<file path="config.mk">
export PLATFORM = sky130hd
export DESIGN_NAME = window_tuple_feeder
export DESIGN_NICKNAME = d
export VERILOG_FILES = /design/src/rtl/window_tuple_feeder.sv
export SDC_FILE = /design/constraint.sdc
export NUM_CORES = 1
export LEC_CHECK = 0
export ABC_AREA = 1
export CORE_MARGIN = 2
export CORE_UTILIZATION = 42
export DETAILED_ROUTE_END_ITERATION = 12
export PLACE_DENSITY = 0.68
export SYNTH_ARGS = -nofsm -noshare
export SYNTH_HDL_FRONTEND = slang
export SYNTH_SLANG_ARGS = --single-unit
</file>
<file path="constraint.sdc">
create_clock -name aclk -period 9.9 [get_ports aclk]
set_clock_uncertainty 0.2 [all_clocks]
set_input_delay 1.98 -clock aclk [delete_from_list [all_inputs] [get_ports aclk]]
set_output_delay 1.98 -clock aclk [all_outputs]
set_load 0.01 [all_outputs]
</file>
<file path="src/rtl/window_tuple_feeder.sv">
// Window-tuple source for the first stream-join core: buffers upstream tuples in a
// small FIFO and hands them on with the valid MSB set, bounded to window_length per pass.
// Optional stall counter: define WINDOW_FEEDER_STALL_CNT_EN.
`ifndef PARA_WINDOW_TUPLE_WIDTH
`define PARA_WINDOW_TUPLE_WIDTH 33
`endif

module window_tuple_feeder #(
  parameter int WINDOW_TUPLE_WIDTH = `PARA_WINDOW_TUPLE_WIDTH,
  parameter int FIFO_DEPTH         = 4,
  parameter int COUNT_WIDTH        = 16
) (
  input  logic                          aclk,
  input  logic                          areset,
  input  logic                          start,
  input  logic [COUNT_WIDTH-1:0]        window_length,
  input  logic [WINDOW_TUPLE_WIDTH-2:0] s_tuple_data,
  input  logic                          s_tuple_valid,
  output logic                          s_tuple_ready,
  input  logic                          window_stage_full_input,
  output logic [WINDOW_TUPLE_WIDTH-1:0] window_tuple_output,
  output logic                          busy,
  output logic                          done,
  output logic [COUNT_WIDTH-1:0]        sent_count,
  output logic [31:0]                   stall_count,
  output logic [1:0]                    debug_state
);

  // Upstream: a tuple moves when s_tuple_valid & s_tuple_ready at the rising edge;
  // ready comes from registered state only. Downstream: a tuple moves when the output
  // valid bit is set and window_stage_full_input is low; the head holds otherwise.

  localparam int PW = WINDOW_TUPLE_WIDTH - 1;
  localparam int AW = $clog2(FIFO_DEPTH);
  localparam logic [AW:0] DEPTH_C = (AW+1)'(FIFO_DEPTH);

  typedef enum logic [1:0] {
    S_IDLE = 2'd0,
    S_RUN  = 2'd1,
    S_DONE = 2'd2
  } state_t;

  state_t                 state_q, state_d;
  logic [PW-1:0]          mem_q [FIFO_DEPTH];
  logic [AW-1:0]          wr_ptr_q, rd_ptr_q;
  logic [AW:0]            occ_q;
  logic [COUNT_WIDTH-1:0] len_q, acc_q, sent_q;

  logic fifo_full, fifo_nempty, push, pop, last_xfer, start_pass;

  assign fifo_full   = (occ_q == DEPTH_C);
  assign fifo_nempty = (occ_q != '0);
  assign start_pass  = (state_q == S_IDLE) && start;
  assign push        = s_tuple_valid && s_tuple_ready;
  assign pop         = (state_q == S_RUN) && fifo_nempty && !window_stage_full_input;
  assign last_xfer   = pop && ((sent_q + COUNT_WIDTH'(1)) == len_q);

  assign sent_count  = sent_q;
  assign debug_state = state_q;

  always_ff @(posedge aclk) begin
    if (areset) begin
      state_q <= S_IDLE;
    end else begin
      state_q <= state_d;
    end
  end

  always_comb begin
    state_d = state_q;
    case (state_q)
      S_IDLE: begin
        if (start) begin
          state_d = (window_length == '0) ? S_DONE : S_RUN;
        end
      end
      S_RUN: begin
        if (last_xfer) begin
          state_d = S_DONE;
        end
      end
      S_DONE:  state_d = S_IDLE;
      default: state_d = S_IDLE;
    endcase
  end

  always_comb begin
    s_tuple_ready       = 1'b0;
    busy                = 1'b0;
    done                = 1'b0;
    window_tuple_output = fifo_nempty ? {1'b1, mem_q[rd_ptr_q]} : '0;
    case (state_q)
      S_RUN: begin
        busy          = 1'b1;
        s_tuple_ready = !fifo_full && (acc_q < len_q);
      end
      S_DONE:  done = 1'b1;
      default: ;
    endcase
  end

  // Storage carries no reset; occupancy alone decides what is visible.
  always_ff @(posedge aclk) begin
    if (push) begin
      mem_q[wr_ptr_q] <= s_tuple_data;
    end
  end

  always_ff @(posedge aclk) begin
    if (areset) begin
      wr_ptr_q <= '0;
      rd_ptr_q <= '0;
      occ_q    <= '0;
      len_q    <= '0;
      acc_q    <= '0;
      sent_q   <= '0;
    end else begin
      if (start_pass) begin
        len_q  <= window_length;
        acc_q  <= '0;
        sent_q <= '0;
      end
      if (push) begin
        wr_ptr_q <= wr_ptr_q + AW'(1);
        acc_q    <= acc_q + COUNT_WIDTH'(1);
      end
      if (pop) begin
        rd_ptr_q <= rd_ptr_q + AW'(1);
        sent_q   <= sent_q + COUNT_WIDTH'(1);
      end
      case ({push, pop})
        2'b10:   occ_q <= occ_q + (AW+1)'(1);
        2'b01:   occ_q <= occ_q - (AW+1)'(1);
        default: occ_q <= occ_q;
      endcase
    end
  end

`ifdef WINDOW_FEEDER_STALL_CNT_EN
  logic [31:0] stall_q;

  always_ff @(posedge aclk) begin
    if (areset || start_pass) begin
      stall_q <= '0;
    end else if ((state_q == S_RUN) && fifo_nempty && window_stage_full_input &&
                 (stall_q != '1)) begin
      stall_q <= stall_q + 32'd1;
    end
  end

  assign stall_count = stall_q;
`else
  assign stall_count = '0;
`endif

endmodule

</file>
==> results.toml, run 1 <==
[floorplan]
die_x_um = 149.3
die_h_um = 149.3
ios = 139
core_um2 = 20890
dieArea_um2 = 22290
num_rows = 53
start_util = 0.4244

[sta]
report.final.slew_viol_count = 0
final_hold_viol_count = 0
fin_crit_sh = 0.4984
worst_pin_slew_ps = 1283
fmax_ghz = 0.2027
rsz0062_at_grt = "false"
slew_headroom = 0.1436
setup-violations-final = 0
setup_tns_ps = 0
period_minus_slack_ps = 4934

[grt]
grt_max_degree = 65
grt_pass1_vias = 6133
grt_pass1_wl_mm = 31.62
antenna_found_initial = 0
grt_use_total = 0.1830
overflow = 0

[outcome]
outcome = "finished, final reports clean"

[routing]
detail_route.wl_per_cell_um = 15.03
drt_wl_total_mm = 19.84
ant_nets = 0
routed_via_density = 5.069
drc = 0
dr.first_iter.drc_count = 437
firstDrtPassIters = 5
num_vias = 6691

[cells_and_area]
num_antenna_cells = 0
layout_commonest_cell = "nor2_1"
seq_area_um2 = 5026
n_fill_cell = 1923
final_nets = 1108
mostFrequentLayoutCells = "nor2_1, edfxtp_1, nand2_1"
multiInputGateArea_um2 = 3333
syn2layout_area_growth_pct = 20.17
fin_area_um2 = 10650
drive_above_1_share = 0.06794

[pwr]
ir_drop_mv = 0.1075
powerDensity_nw_per_um2 = 160.1
p_leak_nw = 3.832

[clock_network]
numCtsBuffers = 17
hold_buffers = 0
cts_root_buffer = "clkbuf_16"
postCtsSetupBuffers = 0
clkLatencyLatePin_ps = 430
clk_path_buf_depth = 2
cts.sinks = 187
path_clk_slew_ps = 70
cts_tree = "done"
h-tree-depth = 4
ctsResizeCount = 0

[setup_path]
critical_path_class = "reg2out"
worstPathMaxFanout = 32
cp_cell_sequence = "inv_1, nand3_1, inv_1, a21oi_1, clkdlybuf4s50_1"
cp-end-kind = "output port"
cp_data_required_time_ps = 7720
startpoint_type = "register"
path_common_cell = "inv_1"
slowest_stage = "inv_1"
cpPeakStageDelay_ps = 950
arrival_ps = 2750

[placed_design]
dp_hpwl_mm = 12.58
place_congestion = 0.8659
portBuffers = 106
dpl_cell_area_um2 = 10050

[yosys]
ys_seq_area_frac = 0.5668
syn_area_per_cell_um2 = 9.402
synth-edff-count = 128
yosysWarnings = 0
yosysUniqueCellTypes = 40
syn_area_um2 = 8866
synth-main-ff-cell = "edfxtp_1"
syn_inst = 943
async_reset_ff_frac = 0
synth_seq_cells = 187

[job]
max_cap_violations = 0

[worst_hold_path]
hp-class = "reg2reg"
## layer usage
metal,wire length (um),global-route usage,part of all wire,vias up
li1,-,-,-,3348
met1,9083,0.2395,0.46,3167
met2,9791,0.3141,0.49,163
met3,814,0.03242,0.041,13
met4,147,0.04905,0.0074,0
met5,0,0,0,-
## where the power goes
group / switching [W] / internal, W / leakage [nW]
clock: 0.000340 / 0.000346 / 0.298
combinational: 0.0000963 / 0.0000643 / 1.90
sequential: 0.00000733 / 0.000852 / 1.64
total: 0.000444 / 0.00126 / 3.83
## synth_stat cells (3+ instances only)
library cell | n | area, um^2
ha_1 | 22 | 275.3
xor2_1 | 10 | 87.58
nor2_1 | 167 | 626.9
buf_1 | 6 | 22.52
edfxtp_1 | 128 | 3844
xnor2_1 | 6 | 52.55
buf_4 | 33 | 247.7
nand3_2 | 3 | 30.03
clkbuf_1 | 31 | 116.4
nand3_1 | 64 | 320.3
nand4_1 | 10 | 62.56
nand2_1 | 111 | 416.7
o21ai_0 | 92 | 460.4
a21oi_1 | 94 | 470.5
dfxtp_1 | 59 | 1181
nand3b_1 | 6 | 45.04
o21bai_2 | 3 | 33.78
buf_2 | 5 | 25.02
nor2_2 | 6 | 37.54
inv_1 | 52 | 195.2
nor4_1 | 6 | 37.54
## final cells by class
cell class	instances	share of cell area
clock buffers	17	0.03993
clock inverters	15	0.01691
inverters	57	0.02032
flip-flops and latches	187	0.4718
multi-input cells	654	0.3129
well taps	275	0.03230
repair buffers	115	0.1059
## worst max-delay path: cells and delay by family, from the launching register on
kind	cells	cell delay, ps
AO/OA/AOI/OAI	1	200
AND/OR/NAND/NOR	1	160
flip-flops	1	300
buffers and inverters	3	1660
## through the flow
step / setup slack [ps] / hold WS [ps] / cells / utilization / power [W]
floorplan: 5365 / 236.3 / 974 / - / 0.0009735
global placement: 4805 / 256.8 / 1288 / 0.4810 / 0.001036
detailed placement: 4760 / 262.8 / 1288 / 0.4810 / 0.001038
CTS: 4943 / 275.0 / 1320 / 0.5100 / 0.001724
global route: 4779 / 308.5 / 1320 / 0.5100 / 0.001776
finish: 4966 / 272.4 / 1320 / 0.5100 / 0.001706
## worst paths after layout
path | startpoint | end | slack [ps] | cells after the start
setup / recovery | occ_q[0] | window_tuple_output[28] | 4970 | 5
hold / removal | rd_ptr_q[1] | rd_ptr_q[1] | 270 | 2
setup reg to reg | acc_q[9] | mem_q[3][24] | 6520 | 8
hold reg to reg | rd_ptr_q[1] | rd_ptr_q[1] | 270 | 2
## registers in the layout, indices dropped and copies added, names as in the netlist, named ones only
signal and flops:
acc_q 16, mem_q 128, len_q 16, sent_count 16, debug_state 2, wr_ptr_q 2
occ_q 3, rd_ptr_q 2
## cell families (layout without fill, tap and decap cells)
family | after synthesis | after routing | synth area share
AOI/OAI and AO/OA | 198 | 198 | 0.1166
other | 1 | 32 | 0.0004230
and+or+nand+nor | 383 | 383 | 0.1900
adders and majority gates | 23 | 23 | 0.03330
DFF | 187 | 187 | 0.5668
xor gates and xnor gates | 18 | 18 | 0.02089
buffers and inverters | 133 | 204 | 0.07211
(Power assumes the default switching activity.)
==> run 2: changes to the inputs <==
clock period = 4.6 ns   (was 9.9 ns; I/O delays follow)
==> run 2 against run 1 <==
Cell area rose by 0.82%. Register-to-register slack got worse by 5000 ps. Utilization rose by 0.42 points. Die area did not move. Hold slack improved by 11 ps. Power rose by 120%. First-iteration DRC count fell by 26%. Non-clock buffer count rose by 7. Critical path depth rose by 4.
==> results.toml, run 2 (synthesized netlist as in run 1, its figures left out) <==
[cells_and_area]
mostFrequentLayoutCells = "nor2_1, edfxtp_1, nand2_1"
regMostFlops = "mem_q"
num_antenna_cells = 0
layout_commonest_cell = "nor2_1"
largest_register_ffs = 128
final_core_util = 0.5142
final_nets = 1115
drive_above_1_share = 0.07414
syn2layout_area_growth_pct = 21.15

[setup_path]
cp-end-kind = "output port"
startpoint_type = "register"
worstPathMaxFanout = 17
cp_data_required_time_ps = 3480
arrival_ps = 2690
critical_path_class = "reg2out"

[clock_network]
cts.sinks = 187
clkLatencyLatePin_ps = 440
hold_buffers = 0
cts_tree = "done"
h-tree-depth = 4
path_clk_slew_ps = 80
clk_path_buf_depth = 2
postCtsSetupBuffers = 0
numCtsBuffers = 17
cts_root_buffer = "clkbuf_16"
ctsResizeCount = 0

[floorplan]
num_rows = 53
ios = 139
start_util = 0.4244
core_um2 = 20890
die_h_um = 149.3
die_x_um = 149.3
dieArea_um2 = 22290

[pwr]
powerDensity_nw_per_um2 = 345.3
ir_drop_mv = 0.2744
p_leak_nw = 3.870
finalPower_w = 0.003709

[grt]
overflow = 0
grt_pass1_wl_mm = 32.08
grt_pass1_vias = 6474
antenna_found_initial = 0
grt_use_total = 0.1845
grt_max_degree = 57

[outcome]
outcome = "finished, final reports clean"

[sta]
worst_pin_slew_ps = 841.2
fin_crit_sh = 0.8276
rsz0062_at_grt = "false"
final_hold_viol_count = 0
slew_headroom = 0.4386
fmax_ghz = 0.2627
setup_tns_ps = 0
report.final.slew_viol_count = 0
setup-violations-final = 0
period_minus_slack_ps = 3807

[routing]
routed_via_density = 5.045
firstDrtPassIters = 5
ant_nets = 0
num_vias = 6695
drc = 0
dr.first_iter.drc_count = 324
drt_wl_total_mm = 20.00
detail_route.wl_per_cell_um = 15.07

[placed_design]
dp_hpwl_mm = 12.72
place_congestion = 0.8512
portBuffers = 106

[worst_hold_path]
hp-class = "reg2reg"

[job]
max_cap_violations = 0
run 2: cell count changes in the layout (fill, tap and decap cells not counted), sizes merged:
cell,before,now
clkinvlp,0,1
inv,65,64
buf,9,16
run 2: final cells by class:
class / instances / area [um^2]
clock inverter: 15 / 202.7
tap: 275 / 344.1
inverter: 57 / 216.5
timing repair buffer: 122 / 1194
fill: 1877 / 10150
sequential: 187 / 5026
multi-input combinational: 654 / 3333
clock buffer: 17 / 425.4
run 2: worst paths after layout:
path,from,endpoint,slack (ps),depth (start not counted)
hold / removal,rd_ptr_q[0],rd_ptr_q[0],280,1
setup reg to reg,acc_q[9],mem_q[2][28],1520,10
hold reg to reg,rd_ptr_q[0],rd_ptr_q[0],280,1
setup / recovery,acc_q[9],s_tuple_ready,790,9
run 2: worst max-delay path: stages (launching register included):
cell,delay (ps)
dfxtp_1,500
ha_1,310
a21oi_1,140
nor2_1,60
a211oi_1,160
nand2_1,70
nand2_1,80
nand2_1,70
inv_2,240
clkdlybuf4s50_1,600
run 2: metal layers:
metal	global-route usage	vias up	routed length [um]
li1	-	3350	-
met1	0.2219	3151	8582
met2	0.3311	177	10110
met3	0.03976	17	1094
met4	0.05524	0	215
met5	0	-	0
run 2: report_power, final:
group	leakage (nW)	switching, W	total (W)	internal [W]
combinational	1.93	0.000208	0.000350	0.000142
sequential	1.64	0.0000166	0.00185	0.00183
clock	0.299	0.000753	0.00151	0.000757
total	3.87	0.000977	0.00371	0.00273
run 2: through the flow:
stage | worst slack [ps] | hold WS (ps) | instances | area (um^2)
2_1_floorplan | 1125 | 236.3 | 974 | 8982
3_3_place_gp | 1235 | 256.3 | 1295 | 10110
3_5_place_dp | 1214 | 272.5 | 1295 | 10110
4_1_cts | 789.9 | 285.0 | 1327 | 10740
5_1_grt | 573.1 | 310.8 | 1327 | 10740
6_report | 793.1 | 283.8 | 1327 | 10740
==> run 3: changes to the inputs <==
clock period = 4 ns   (was 4.6 ns; I/O delays follow)
==> run 3 against run 2 <==
Setup slack got worse by 400 ps. Register-to-register slack got worse by 520 ps. Wire length rose by 1.0%. Sequential share of layout area fell by 0.11 points. Critical path type unchanged. Critical endpoint is now window_tuple_output[2].
==> results.toml, run 3 (synthesized netlist as in run 1, its figures left out) <==
[clock_network]
clk_path_buf_depth = 2
clkLatencyLatePin_ps = 440
hold_buffers = 0
path_clk_slew_ps = 80
cts_tree = "done"
cts.sinks = 187
ctsResizeCount = 0
h-tree-depth = 4
postCtsSetupBuffers = 0
cts_root_buffer = "clkbuf_16"
numCtsBuffers = 17

[placed_design]
place_congestion = 0.8581
portBuffers = 106
dp_hpwl_mm = 13.01

[grt]
overflow = 0
grt_use_total = 0.1853
grt_max_degree = 65
grt_pass1_wl_mm = 32.17
antenna_found_initial = 0
grt_pass1_vias = 6356

[floorplan]
start_util = 0.4244
dieArea_um2 = 22290
num_rows = 53
die_h_um = 149.3
die_x_um = 149.3
ios = 139
core_um2 = 20890

[cells_and_area]
final_nets = 1115
regMostFlops = "mem_q"
drive_above_1_share = 0.07414
mostFrequentLayoutCells = "nor2_1, edfxtp_1, nand2_1"
largest_register_ffs = 128
n_fill_cell = 1920
syn2layout_area_growth_pct = 21.44
layout_commonest_cell = "nor2_1"
num_antenna_cells = 0

[sta]
setup_tns_ps = 0
hold-worst-slack_ps = 260.2
period_minus_slack_ps = 3611
rsz0062_at_grt = "false"
fmax_ghz = 0.2769
setup-violations-final = 0
fin_crit_sh = 0.9029
slew_headroom = 0.1058
final_hold_viol_count = 0
report.final.slew_viol_count = 0
worst_pin_slew_ps = 1340

[setup_path]
crit_path_end = "window_tuple_output[2]"
r2r_setup_slack_ps = 1000
cpLargestDelayFamily = "buffers and inverters"
cpPeakStageDelay_ps = 950
arrival_ps = 2610
cp-end-kind = "output port"
worstPathMaxFanout = 32
cp_data_required_time_ps = 3000
cp_cell_sequence = "inv_1, nor2_1, o21ai_0, a21oi_1, clkdlybuf4s50_1"
r2r-end = "occ_q[1]"
slowest_stage = "inv_1"
cp_num_cells = 5
crit_buf_inv = 2
r2r_cells = 13
critical_path_class = "reg2out"
rr_startpoint = "acc_q[9]"
startpoint_type = "register"

[worst_hold_path]
hold_path_startpoint = "rd_ptr_q[1]"
holdPathStages = 2
hp-class = "reg2reg"

[outcome]
outcome = "finished, final reports clean"

[routing]
drc = 0
detail_route.wl_per_cell_um = 15.23
dr.first_iter.drc_count = 458
routed_via_density = 5.070
num_vias = 6728
ant_nets = 0
firstDrtPassIters = 5
drt_wl_total_mm = 20.20

[job]
max_cap_violations = 0

[pwr]
powerDensity_nw_per_um2 = 398.2
ir_drop_mv = 0.3438
p_leak_nw = 3.892
-- run 3: cell count changes in the layout (fill, tap and decap cells not counted), sizes merged --
cell and change:
bufinv +1, clkinv +4, inv -4, clkinvlp -1
-- run 3: routing by layer --
layer,global-route usage,part of all wire
met5,0,0
met4,0.06714,0.021
met3,0.03670,0.053
met2,0.3113,0.48
met1,0.2386,0.44
-- run 3: area by class of cell --
class	count	area, um^2	area share
Clock buffer	17	425.4	0.03951
Clock inverter	15	215.2	0.01999
Inverter	57	216.5	0.02010
Multi-Input combinational cell	654	3333	0.3096
Sequential cell	187	5026	0.4668
Tap cell	275	344.1	0.03196
Timing Repair Buffer	122	1206	0.1120
-- run 3: worst reg2reg max path, delay by kind of cell, from the launching register on --
family,cells,cell delay (ps)
simple gates,6,710
buf+inv,1,90
fa+ha+maj,3,1060
compound gates,3,350
flops,1,530
-- run 3: report_power, final --
group	switching [W]	total [W]	internal [W]
Combinational	0.000245	0.000413	0.000168
Sequential	0.0000188	0.00213	0.00211
Clock	0.000833	0.00175	0.000915
Total	0.00110	0.00429	0.00319
-- run 3: how the worst min path moves through the flow --
stage,endpoint
final,register
after floorplan,register
after global placement,rd_ptr_q[1]
after CTS,register
after detailed placement,rd_ptr_q[1]
after global routing,rd_ptr_q[0]
-- run 3: metrics by stage --
step / cells / utilization / power [W] / area [um^2] / setup WS, ps
after floorplan: 974 / - / 0.002409 / 8982 / 583.5
after global placement: 1295 / 0.4848 / 0.002577 / 10130 / 866.2
after detailed placement: 1295 / 0.4848 / 0.002584 / 10130 / 840.0
after CTS: 1327 / 0.5154 / 0.004321 / 10770 / 355.6
after global routing: 1327 / 0.5154 / 0.004438 / 10770 / 236.7
final: 1327 / 0.5154 / 0.004288 / 10770 / 388.6
